[src/rtl/shift_rotate_sequencer.sv]
// Multi-cycle shift/rotate unit: one operation per start handshake, one bit per clock.
// Supports ROR, ROL, SRL, SLL and SRA; reports the final word and the last bit shifted out.
module shift_rotate_sequencer #(
    parameter int WIDTH = 16,
    parameter int CNT_W = 4
) (
    input  logic             clk,
    input  logic             reset,
    input  logic             start,
    input  logic [2:0]       op,
    input  logic [WIDTH-1:0] amount,
    input  logic [WIDTH-1:0] value,
    output logic             ready,
    output logic             busy,
    output logic             done,
    output logic [WIDTH-1:0] result,
    output logic             carry
);

    typedef enum logic [1:0] {
        S_IDLE,
        S_SHIFT,
        S_DONE
    } state_t;

    typedef enum logic [2:0] {
        OP_ROR = 3'd0,
        OP_ROL = 3'd1,
        OP_SRL = 3'd2,
        OP_SLL = 3'd3,
        OP_SRA = 3'd4
    } op_t;

    state_t             state;
    state_t             state_nx;
    op_t                op_r;
    logic [CNT_W-1:0]   count;
    logic [CNT_W-1:0]   amt;
    logic               op_legal;
    logic [WIDTH-1:0]   step_res;
    logic               step_carry;

    assign amt = amount[CNT_W-1:0];

    always_comb begin
        op_legal = (op <= 3'd4);
    end

    // Single-bit step for the latched operation.
    always_comb begin
        step_res   = result;
        step_carry = carry;
        case (op_r)
            OP_ROR: begin
                step_res   = {result[0], result[WIDTH-1:1]};
                step_carry = result[0];
            end
            OP_ROL: begin
                step_res   = {result[WIDTH-2:0], result[WIDTH-1]};
                step_carry = result[WIDTH-1];
            end
            OP_SRL: begin
                step_res   = {1'b0, result[WIDTH-1:1]};
                step_carry = result[0];
            end
            OP_SLL: begin
                step_res   = {result[WIDTH-2:0], 1'b0};
                step_carry = result[WIDTH-1];
            end
            OP_SRA: begin
                step_res   = {result[WIDTH-1], result[WIDTH-1:1]};
                step_carry = result[0];
            end
            default: begin
                step_res   = result;
                step_carry = carry;
            end
        endcase
    end

    always_comb begin
        state_nx = state;
        ready    = 1'b0;
        busy     = 1'b0;
        done     = 1'b0;
        case (state)
            S_IDLE: begin
                ready = 1'b1;
                if (start) begin
                    // Illegal ops behave as a zero-count pass-through.
                    if ((amt != '0) && op_legal)
                        state_nx = S_SHIFT;
                    else
                        state_nx = S_DONE;
                end
            end
            S_SHIFT: begin
                busy = 1'b1;
                if (count == CNT_W'(1))
                    state_nx = S_DONE;
            end
            S_DONE: begin
                done     = 1'b1;
                state_nx = S_IDLE;
            end
            default: state_nx = S_IDLE;
        endcase
    end

    always_ff @(posedge clk or posedge reset) begin
        if (reset)
            state <= S_IDLE;
        else
            state <= state_nx;
    end

    always_ff @(posedge clk or posedge reset) begin
        if (reset) begin
            result <= '0;
            carry  <= 1'b0;
            count  <= '0;
            op_r   <= OP_ROR;
        end else begin
            case (state)
                S_IDLE: begin
                    if (start) begin
                        result <= value;
                        op_r   <= op_t'(op);
                        count  <= amt;
                        carry  <= 1'b0;
                    end
                end
                S_SHIFT: begin
                    result <= step_res;
                    carry  <= step_carry;
                    count  <= count - CNT_W'(1);
                end
                default: ;
            endcase
        end
    end

endmodule

[config.mk]
export PLATFORM = sky130hd
export DESIGN_NAME = shift_rotate_sequencer
export DESIGN_NICKNAME = d
export VERILOG_FILES = /design/src/rtl/shift_rotate_sequencer.sv
export SDC_FILE = /design/constraint.sdc
export NUM_CORES = 1
export LEC_CHECK = 0
export BUFFER_PORTS_ARGS = -buffer_cell sky130_fd_sc_hd__buf_4
export CELL_PAD_IN_SITES_DETAIL_PLACEMENT = 1
export CELL_PAD_IN_SITES_GLOBAL_PLACEMENT = 1
export CORE_MARGIN = 4
export CORE_UTILIZATION = 32
export CTS_CLUSTER_SIZE = 10
export DETAILED_ROUTE_END_ITERATION = 16
export PLACE_DENSITY = 0.77
export SETUP_SLACK_MARGIN = 0.2
export SLEW_MARGIN = 20
export SYNTH_ARGS = -nofsm -noshare
export SYNTH_HDL_FRONTEND = slang
export SYNTH_SLANG_ARGS = --single-unit
export TNS_END_PERCENT = 50
[constraint.sdc]
create_clock -name clk -period 1.2 [get_ports clk]
set_input_delay 0.06 -clock clk [delete_from_list [all_inputs] [get_ports clk]]
set_output_delay 0.06 -clock clk [all_outputs]
set_load 0.03 [all_outputs]
### Yosys cells after proc, flatten, opt, wreduce, memory -nomap -nowiden

Index checks and enable logic that the tools add are counted.

* output and inout bits: 20
* logic and storage cells: 49
* bits in latches: 0
* input port bits: 38
* register bits: 26
* memories kept: 0
* memory bits (writable): 0
* memory bits (read-only): 0

* magnitude comparators: 1
* equality and inequality tests: 13
* multiplexer cells: 15
* add/sub/neg operators: 1
* reduce and logical (&&, ||, !) cells: 13
* shift operators: 0
* bitwise logic cells: 0
* divide/modulo/power cells: 0
* multiply operators: 0

Operators with widths (number)
* $pmux W16 S5: 1
* $pmux W16 S2: 1
* $mux W16: 1
* $pmux W4 S2: 1
* $eq A3 B2 Y1 const B: 2
* $mux W2: 3
* $ne A2 B2 Y1 const B: 3
* $ne A6 B1 Y1 const B: 1
* $reduce_and A2 Y1: 3
* $reduce_and A3 Y1: 2
* $ne A5 B1 Y1 const B: 1
* $eq A4 B1 Y1 const B: 1
* $mux W1: 4
* $mux W4: 1
* $pmux W1 S2: 2
* $pmux W2 S2: 1
* $reduce_and A4 Y1: 1
* $reduce_bool A4 Y1: 1
* $sub A4 B1 Y4 const B: 1
* $eq A3 B1 Y1 const B: 1
* $eq A3 B3 Y1 const B: 1
* $le A3 B3 Y1 const B: 1
* $logic_not A3 Y1: 1
* $ne A3 B3 Y1 const B: 1
* other kinds (7): 7

### Logic depth before layout (Yosys ltp)

Gate-level depths: netlist of run 1.

* word-level depth: 5
* depth in mapped cells: 8
* mapped depth without buffers: 5

### Worst setup path after synthesis of run 1

OpenSTA, ideal clock, no wires.

* kind: reg-to-reg
* from: register state[0]
* to: register op_r[0]
* setup time: 0.125 ns
* setup slack: -0.140 ns
* buffers on the path: 1
* clock period less this slack: 1.340 ns
* arrival time: 1.215 ns
* cell stages (with the launch flop): 5
* required time: 1.075 ns
* cell sequence: dfrtp_1 > buf_6 > nand2b_1 > nor2_1 > mux2_2

* cells in the longest elaborated chain, start to end: 2

RTL lines
* start: declaration: RTL line 34 `state_t state;`
* start signal: assignment: RTL line 114 `state <= state_nx;`
* $logic_not A2 Y1: RTL line 124 `case (state)`
* $reduce_and A2 Y1 (no line)
* end signal: assignment: RTL line 128 `op_r <= op_t'(op);`
* end: declaration: RTL line 36 `op_t op_r;`

No other way between the ends.
A chain may end at the register's enable or synchronous reset.

### Worst setup path after layout of run 1

* from: register state[0]
* to: register op_r[1]

The elaborated chain is that of the path after synthesis.

==> results of run 1 <==
layer usage:
metal / track usage / share of wire / up-vias / routed length, µm
met5: 0 / 0 / - / 0
met2: 0.301 / 0.52 / 37 / 2560
li1: - / - / 759 / -
met4: 0.0524 / 0.018 / 0 / 91
met3: 0.0252 / 0.042 / 8 / 210
met1: 0.189 / 0.42 / 739 / 2100
kinds of logic (layout without fill, tap and decap cells):
family,count (synthesis),count (layout)
and+or+nand+nor,84,84
AOI/OAI and AO/OA,50,50
muxes,4,4
adders and majority gates,2,2
buffers and inverters,16,82
DFF,26,26
worst max-delay path by stage:
stage,endpoint,slack [ps],depth (start not counted)
6_report,op_r[1]$_DFFE_PP0P_,-140,4
5_1_grt,result[15]$_DFFE_PP0P_,-220,5
4_1_cts,op_r[0]$_DFFE_PP0P_,-140,4
3_5_place_dp,result[1]$_DFFE_PP0P_,-200,6
3_3_place_gp,result[5]$_DFFE_PP0P_,-140,6
2_1_floorplan,result[10]$_DFFE_PP0P_,-90,8
critical path: cells and delay by family, from the launching register on:
kind | cells | cell delay [ps]
muxes | 1 | 320
DFF | 1 | 470
and+or+nand+nor | 2 | 300
buffers and inverters | 1 | 140
layout by cell type (no fill, tap or decap), types with 4 or more instances in the layout:
cell      count
nand2_2       4
nor2b_1       4
buf_6         6
a31o_1       13
o21ai_1      10
dfrtp_1      24
clkbuf_8      4
nor2_1       18
buf_4        62
o21ai_2       9
nand2_1      44
report_power, final:
| group | switching [mW] | leakage [nW] | internal [mW] |
|---|---|---|---|
| Combinational | 2.64 | 0.740 | 2.23 |
| Clock | 0.285 | 0.0288 | 0.294 |
| Sequential | 0.521 | 0.314 | 1.33 |
| Total | 3.45 | 1.08 | 3.86 |
layout make-up:
class                           instances  area (µm²)
Sequential cell                        26         653
Clock buffer                            4        55.1
Fill cell                             580        2410
Multi-Input combinational cell        140         896
Timing Repair Buffer                   73         613
Tap cell                               67        83.8
Timing Repair inverter                  1        16.3
Inverter                                4        27.5
sequential cells by signal, indices dropped and copies added, names as in the netlist:
register  cells
result       16
count         4
op_r          3
state         2
carry         1
repair_timing:
action,4_1_cts,5_1_grt
resized for setup,28,8
pin swaps,17,7
setup endpoints to repair,30,31
setup buffers,3,1
hold buffers,1,0
hold endpoints to repair,26,0
gates cloned,1,0
per-stage QoR:
stage	total power [mW]	TNS [ps]	utilization
floorplan	4.76	-1610	-
global placement	5.95	-2410	0.444
detailed placement	6.13	-3770	0.444
CTS	7.20	-2580	0.486
global route	7.87	-4470	0.493
finish	7.30	-2580	0.493
==> impl_metrics.json, run 1 <==
{
  "synth-adder-area-share": 0.0157,
  "synth_area_leaders": "dfrtp_1, nand2_1, a31o_1",
  "worstPathCellList": "buf_6, nand2b_4, nor2_4, mux2_4",
  "ys_seq_area_frac": 0.409,
  "drt-total-wl_um": 4960,
  "die_x_um": 78.5,
  "timing.final.crit_share": 1.12,
  "r2r-end": "op_r[1]$_DFFE_PP0P_",
  "io_pins": 58,
  "drt-vias-per-instance": 4.90,
  "ys_types": 34,
  "pre_cts_ws_ps": -201,
  "power.leakage_nw": 1.08,
  "yosysWarnings": 0,
  "clockRootBuffer": "clkbuf_8",
  "drv_cap": 0,
  "gp_congestion": 0.829,
  "critPathLaunchType": "register",
  "skew_ps": 2.79,
  "critPathKind": "reg -> reg",
  "setup_viol": 27,
  "synth_nets": 222,
  "synth-xor-area-share": 0,
  "grt_pass1_vias": 1638,
  "timing.slew.headroom": 0.714,
  "cts_tree": "yes",
  "drc": 0,
  "place_area_mm2": 0.00211,
  "insertion_delay_ps": 270,
  "vias": 1543,
  "htree_levels": 1,
  "wl_per_cell_um": 15.7,
  "fmax_ghz": 0.744,
  "worst_slack_ps": -143,
  "ys.flop_type": "dfrtp_1",
  "syn_to_final_growth_pct": 47.6,
  "start_util": 0.334,
  "hpwl_um": 3510,
  "grt_use_total": 0.162,
  "whs_ps": 24.9,
  "slowest_stage": "dfrtp_2",
  "io_buffers": 45,
  "synth_cells": 182,
  "arrival_ps": 1510,
  "synth_compound_area_frac": 0.238,
  "synth.most_common_cell": "nand2_1",
  "avgSynthCellArea_um2": 8.73,
  "syn-cell-area_mm2": 0.00159,
  "setup.worst_path.end_class": "register",
  "dr.first_iter.drc_count": 43,
  "synth-simple-area-share": 0.226,
  "clk_pin_slew_worst_paths_ps": 90,
  "yosys.area.top_type": "dfrtp_1",
  "die_h_um": 78.5,
  "num_antenna_cells": 0,
  "hold_depth": 2,
  "tightest_slew_ps": 426,
  "violations": "setup timing",
  "ys_seq_elements": 26,
  "drive_above_1_share": 0.452,
  "rows": 25,
  "synth-edff-count": 0,
  "synthTopCellsByCount": "nand2_1, dfrtp_1, nor2_1, a31o_1, o21ai_2",
  "power_density_mw_per_mm2": 3110,
  "grt_pass1_wl_um": 7960,
  "ir_worst_vdd_v": 0.00119,
  "final_nets": 289,
  "fin_area_mm2": 0.00234,
  "status": "finished, violations left",
  "r2r_setup_slack_ps": -140,
  "dr.pass1.iters": 2,
  "rsz0062_at_grt": "yes",
  "startpoint": "state[0]$_DFFE_PP0P_",
  "hold_viol": 0,
  "fin_cells": 315,
  "crit_fanout": 6,
  "timing.final.crit_period_ps": 1340,
  "synth_top_family_by_area": "compound AO/OA/AOI/OAI gates",
  "critPathRequiredTime_ps": 1370,
  "hp-start": "op[0]",
  "cts_buffer_depth": 2,
  "antenna_found_initial": 0,
  "dieArea_mm2": 0.00616,
  "r2r_start": "state[0]$_DFFE_PP0P_",
  "dp_cells": 305,
  "clock-sinks": 26,
  "yosys-mux-area-fraction": 0.0276,
  "synth_top_area_frac": 0.409,
  "r2r_cells": 4,
  "gr-total-overflow": 0,
  "grt_max_degree": 27,
  "drv_slew": 0,
  "postRouteAntennaNets": 0,
  "synthArstFlopShare": 1.00,
  "critPathMaxStageDelay_ps": 470,
  "min_to": "op_r[0]$_DFFE_PP0P_",
  "hp-class": "in -> reg",
  "core_mm2": 0.00475,
  "cts_buffers": 3
}
Note: power is estimated with default switching activity, not from simulation.
==> run 2, diff against run 1 <==
Settings changed: CAP_MARGIN from default to 20, CELL_PAD_IN_SITES_DETAIL_PLACEMENT 1 to 0, SLEW_MARGIN 20 to 15.
==> impl_metrics.json, run 2 (synthesized netlist as in run 1, its figures left out) <==
{
  "cts_buffer_depth": 2,
  "layout_commonest_cell": "buf_4",
  "drt-vias-per-instance": 4.73,
  "grt_use_total": 0.141,
  "power.leakage_nw": 1.07,
  "comb_power_share": 0.666,
  "clockRootBuffer": "clkbuf_8",
  "violations": "setup timing",
  "num_antenna_cells": 0,
  "timing.slew.headroom": 0.768,
  "setup_viol": 27,
  "grt_max_degree": 27,
  "hold_viol": 0,
  "io_buffers": 45,
  "hp-class": "in -> reg",
  "drt-total-wl_um": 4200,
  "drive_above_1_share": 0.441,
  "power_density_mw_per_mm2": 3020,
  "mostFrequentLayoutCells": "buf_4, nand2_1, dfrtp_1",
  "reg_top3": "result x16, count x4, op_r x3",
  "crit_fanout": 8,
  "critPathMaxStageDelay_ps": 470,
  "wl_per_cell_um": 13.4,
  "cts_buffers": 3,
  "slowest_stage": "dfrtp_2",
  "cts_tree": "yes",
  "grt_pass1_wl_um": 7100,
  "worst_slack_ps": -115,
  "drv_slew": 0,
  "p_int_mw": 3.67,
  "critPathKind": "reg -> reg",
  "top_register": "result",
  "final_nets": 289,
  "grt_pass1_vias": 1501,
  "tightest_slew_ps": 348,
  "worstPathCellList": "buf_6, nand2b_4, buf_6, a211oi_2, o31ai_1",
  "io_pins": 58,
  "ir_worst_vdd_v": 0.000973,
  "fmax_ghz": 0.760,
  "setup_tns_ps": -1900,
  "start_util": 0.334,
  "utilization": 0.482,
  "setup.worst_path.end_class": "register",
  "die_x_um": 78.5,
  "p_seq_frac": 0.263,
  "timing.final.crit_period_ps": 1310,
  "clock-sinks": 26,
  "timing.final.crit_share": 1.10,
  "dr.first_iter.drc_count": 127,
  "rows": 25,
  "gr-total-overflow": 0,
  "critPathLaunchType": "register",
  "gp_congestion": 0.829,
  "cpMostUsedCell": "buf_6",
  "core_mm2": 0.00475,
  "htree_levels": 1,
  "status": "finished, violations left",
  "largest_reg_flops": 16,
  "critPathRequiredTime_ps": 1370,
  "hpwl_um": 3070,
  "syn_to_final_growth_pct": 44.3,
  "drc": 0,
  "insertion_delay_ps": 270,
  "arrival_ps": 1490,
  "p_switching_mw": 3.24,
  "power_frac_clock": 0.071,
  "sw_frac_of_total": 0.469,
  "dieArea_mm2": 0.00616,
  "clk_pin_slew_worst_paths_ps": 90,
  "antenna_found_initial": 0,
  "skew_ps": 6.65,
  "dr.pass1.iters": 4,
  "rsz0062_at_grt": "yes",
  "vias": 1485,
  "die_h_um": 78.5,
  "drv_cap": 0,
  "postRouteAntennaNets": 0
}
[run 2: worst paths after layout]
path,startpoint,cells past startpoint,slack [ps],endpoint
max,state[0]$_DFFE_PP0P_,5,-110,result[0]$_DFFE_PP0P_
min,op[0],2,30,op_r[0]$_DFFE_PP0P_
max reg2reg,state[0]$_DFFE_PP0P_,5,-110,result[0]$_DFFE_PP0P_
min reg2reg,carry$_DFFE_PP0P_,2,510,carry$_DFFE_PP0P_
max in group asynchronous,reset,4,510,result[0]$_DFFE_PP0P_
min in group asynchronous,reset,4,410,carry$_DFFE_PP0P_
[run 2: critical path: cells and delay by family, from the launching register on]
family,cells,cell delay [ps]
buf+inv,2,310
flops,1,470
compound gates,2,270
simple gates,1,170
[run 2: area by class of cell]
| cell class | instances | area (µm²) |
|---|---|---|
| inverters | 4 | 27.5 |
| fillers | 490 | 2460 |
| repair buffers | 72 | 584 |
| flip-flops and latches | 26 | 654 |
| repair inverters | 2 | 17.5 |
| well taps | 67 | 83.8 |
| multi-input cells | 140 | 883 |
| clock buffers | 3 | 41.3 |
[run 2: stage by stage]
step                      total power, mW  cells  hold slack, ps  worst slack, ps  cell area, µm²
after floorplan                      4.76    182             100            -92.6            1650
after global placement               5.95    305             153             -140            2110
after detailed placement             6.02    305             152             -194            2110
after CTS                            6.90    313            22.1             -123            2260
after global routing                 7.47    314            23.7             -216            2290
final                                6.92    314            27.9             -115            2290
[run 2: timing repair]
item	in CTS	in global routing
gates resized for setup	23	8
buffers inserted	2	1
cloned	2	0
pin swaps	18	5
endpoints found under the setup margin	30	30
hold buffers	1	0
endpoints found under the hold margin	26	0
[run 2: power by group through the flow]
stage | sequential [mW] | clock [mW] | combinational (mW)
after global routing | 1.89 | 0.555 | 5.03
after detailed placement | 1.80 | 0 | 4.21
after global placement | 1.80 | 0 | 4.15
final | 1.82 | 0.492 | 4.61
after CTS | 1.81 | 0.521 | 4.57
after floorplan | 2.28 | 0 | 2.49
[run 2: per-layer routing]
| layer | GRT usage | vias to the layer above | wire [µm] |
|---|---|---|---|
| met5 | 0 | - | 0 |
| met2 | 0.233 | 35 | 2020 |
| met1 | 0.191 | 685 | 1950 |
| met3 | 0.0264 | 4 | 209 |
| met4 | 0.0332 | 0 | 27 |
| li1 | - | 761 | - |
==> run 3, diff against run 2 <==
Settings changed: BUFFER_PORTS_ARGS -buffer_cell sky130_fd_sc_hd__buf_4 to -buffer_cell sky130_fd_sc_hd__buf_2, CORE_UTILIZATION 32 to 35, PLACE_DENSITY 0.77 to 0.8.
Clock period 1.2 ns to 1.5 ns, I/O delays scaled along.
==> impl_metrics.json, run 3 (synthesized netlist as in run 1, its figures left out) <==
{
  "clockRootBuffer": "clkbuf_8",
  "comb_power_share": 0.639,
  "crit_buf_inv": 1,
  "drt-total-wl_um": 4160,
  "gp_congestion": 0.813,
  "insertion_delay_ps": 280,
  "grt_pass1_vias": 1314,
  "dr.pass1.iters": 4,
  "drv_slew": 0,
  "die_x_um": 75.4,
  "r2r-end": "result[1]$_DFFE_PP0P_",
  "status": "finished clean",
  "drv_cap": 0,
  "reg_top3": "result x16, count x4, op_r x3",
  "critPathRequiredTime_ps": 1720,
  "setup_tns_ps": 0,
  "cts_buffer_depth": 2,
  "fmax_ghz": 0.768,
  "largest_reg_flops": 16,
  "gr-total-overflow": 0,
  "mostFrequentLayoutCells": "nand2_1, buf_2, dfrtp_1",
  "fin_cells": 300,
  "drive_above_1_share": 0.427,
  "rsz0062_at_grt": "yes",
  "start_util": 0.362,
  "tightest_slew_ps": 338,
  "crit_family": "flip-flops",
  "ir_worst_vdd_v": 0.00126,
  "antenna_found_initial": 0,
  "r2r_cells": 5,
  "top_register": "result",
  "r2r_start": "op_r[2]$_DFFE_PP0P_",
  "power_density_mw_per_mm2": 2560,
  "critPathLaunchType": "register",
  "p_int_mw": 3.01,
  "skew_ps": 10.7,
  "dieArea_mm2": 0.00568,
  "critPathMaxStageDelay_ps": 450,
  "setup_viol": 0,
  "p_seq_frac": 0.255,
  "power_frac_clock": 0.105,
  "sw_frac_of_total": 0.466,
  "htree_levels": 1,
  "dr.first_iter.drc_count": 126,
  "setup.worst_path.end_class": "register",
  "power.leakage_nw": 1.05,
  "hold_viol": 0,
  "hpwl_um": 2690,
  "final_nets": 289,
  "crit_end": "result[1]$_DFFE_PP0P_",
  "postRouteAntennaNets": 0,
  "hp-class": "in -> reg",
  "drc": 0,
  "p_switching_mw": 2.63,
  "clk_pin_slew_worst_paths_ps": 100,
  "grt_use_total": 0.132,
  "dp_cells": 277,
  "rows": 24,
  "grt_max_degree": 33,
  "cp_num_cells": 5,
  "drt-vias-per-instance": 4.98,
  "startpoint": "op_r[2]$_DFFE_PP0P_",
  "timing.final.crit_share": 0.868,
  "vias": 1495,
  "core_mm2": 0.00438,
  "cts_buffers": 3,
  "timing.final.crit_period_ps": 1300,
  "wl_per_cell_um": 13.9,
  "die_h_um": 75.4,
  "grt_pass1_wl_um": 5930,
  "arrival_ps": 1520,
  "critPathKind": "reg -> reg",
  "worstPathCellList": "and2b_2, buf_6, nand2_1, a31o_2, o21ai_1",
  "crit_fanout": 8,
  "clock-sinks": 26,
  "slowest_stage": "dfrtp_2",
  "cts_tree": "yes",
  "r2r_setup_slack_ps": 200,
  "syn_to_final_growth_pct": 38.7,
  "io_buffers": 45,
  "layout_commonest_cell": "nand2_1",
  "timing.slew.headroom": 0.774,
  "io_pins": 58,
  "num_antenna_cells": 0
}
run 3: timing repair:
item	in CTS	in global routing
gates cloned	0	4
setup buffers	8	6
hold buffers	1	0
endpoints found under the hold margin	26	0
setup endpoints to repair	22	25
resized for setup	6	16
pin swaps	1	6
run 3: power by group through the flow:
stage	Combinational, mW	Sequential [mW]	Clock, mW
floorplan	1.86	1.81	0
global placement	2.79	1.48	0
detailed placement	2.83	1.48	0
CTS	3.07	1.43	0.603
global route	3.90	1.50	0.629
finish	3.60	1.44	0.594
run 3: worst min-delay path by stage:
stage               slack [ps]  cells past startpoint   from                   end
floorplan                  120                      1  reset     carry$_DFFE_PP0P_
detailed placement         150                      3  reset     carry$_DFFE_PP0P_
CTS                         50                      2  op[1]   op_r[1]$_DFFE_PP0P_
global placement           150                      3  reset  count[2]$_DFFE_PP0P_
global route                40                      2  op[1]   op_r[1]$_DFFE_PP0P_
finish                      50                      2  op[1]   op_r[1]$_DFFE_PP0P_
run 3: through the flow:
| stage | hold WS (ps) | util | setup WS, ps | cell area [µm²] | total power, mW |
|---|---|---|---|---|---|
| after floorplan | 115 | - | 195 | 1590 | 3.67 |
| after global placement | 154 | 0.424 | 137 | 1860 | 4.27 |
| after detailed placement | 152 | 0.424 | 87.8 | 1860 | 4.31 |
| after CTS | 46.3 | 0.461 | 187 | 2020 | 5.10 |
| after global routing | 43.6 | 0.503 | 149 | 2200 | 6.03 |
| final | 45.5 | 0.503 | 199 | 2200 | 5.63 |
run 3: area by class of cell:
cell class                 count  area (µm²)
inverter                       4        27.5
timing repair buffer          72         495
tap                           52        65.1
timing repair inverter         2        17.5
multi-input combinational    140         875
fill                         432        2180
sequential                    26         653
clock inverter                 1        30.0
clock buffer                   3        41.3
run 3: worst register-to-register path, delay by kind of cell (launching register included):
family / cells / cell delay (ps)
compound gates: 2 / 360
buf+inv: 1 / 130
flops: 1 / 450
simple gates: 2 / 310
run 3: routing by layer:
layer / vias to the layer above / track usage / routed length [µm]
met3: 6 / 0.0343 / 265
met1: 686 / 0.162 / 1860
li1: 760 / - / -
met5: - / 0 / 0
met2: 43 / 0.237 / 1990
met4: 0 / 0.0233 / 47
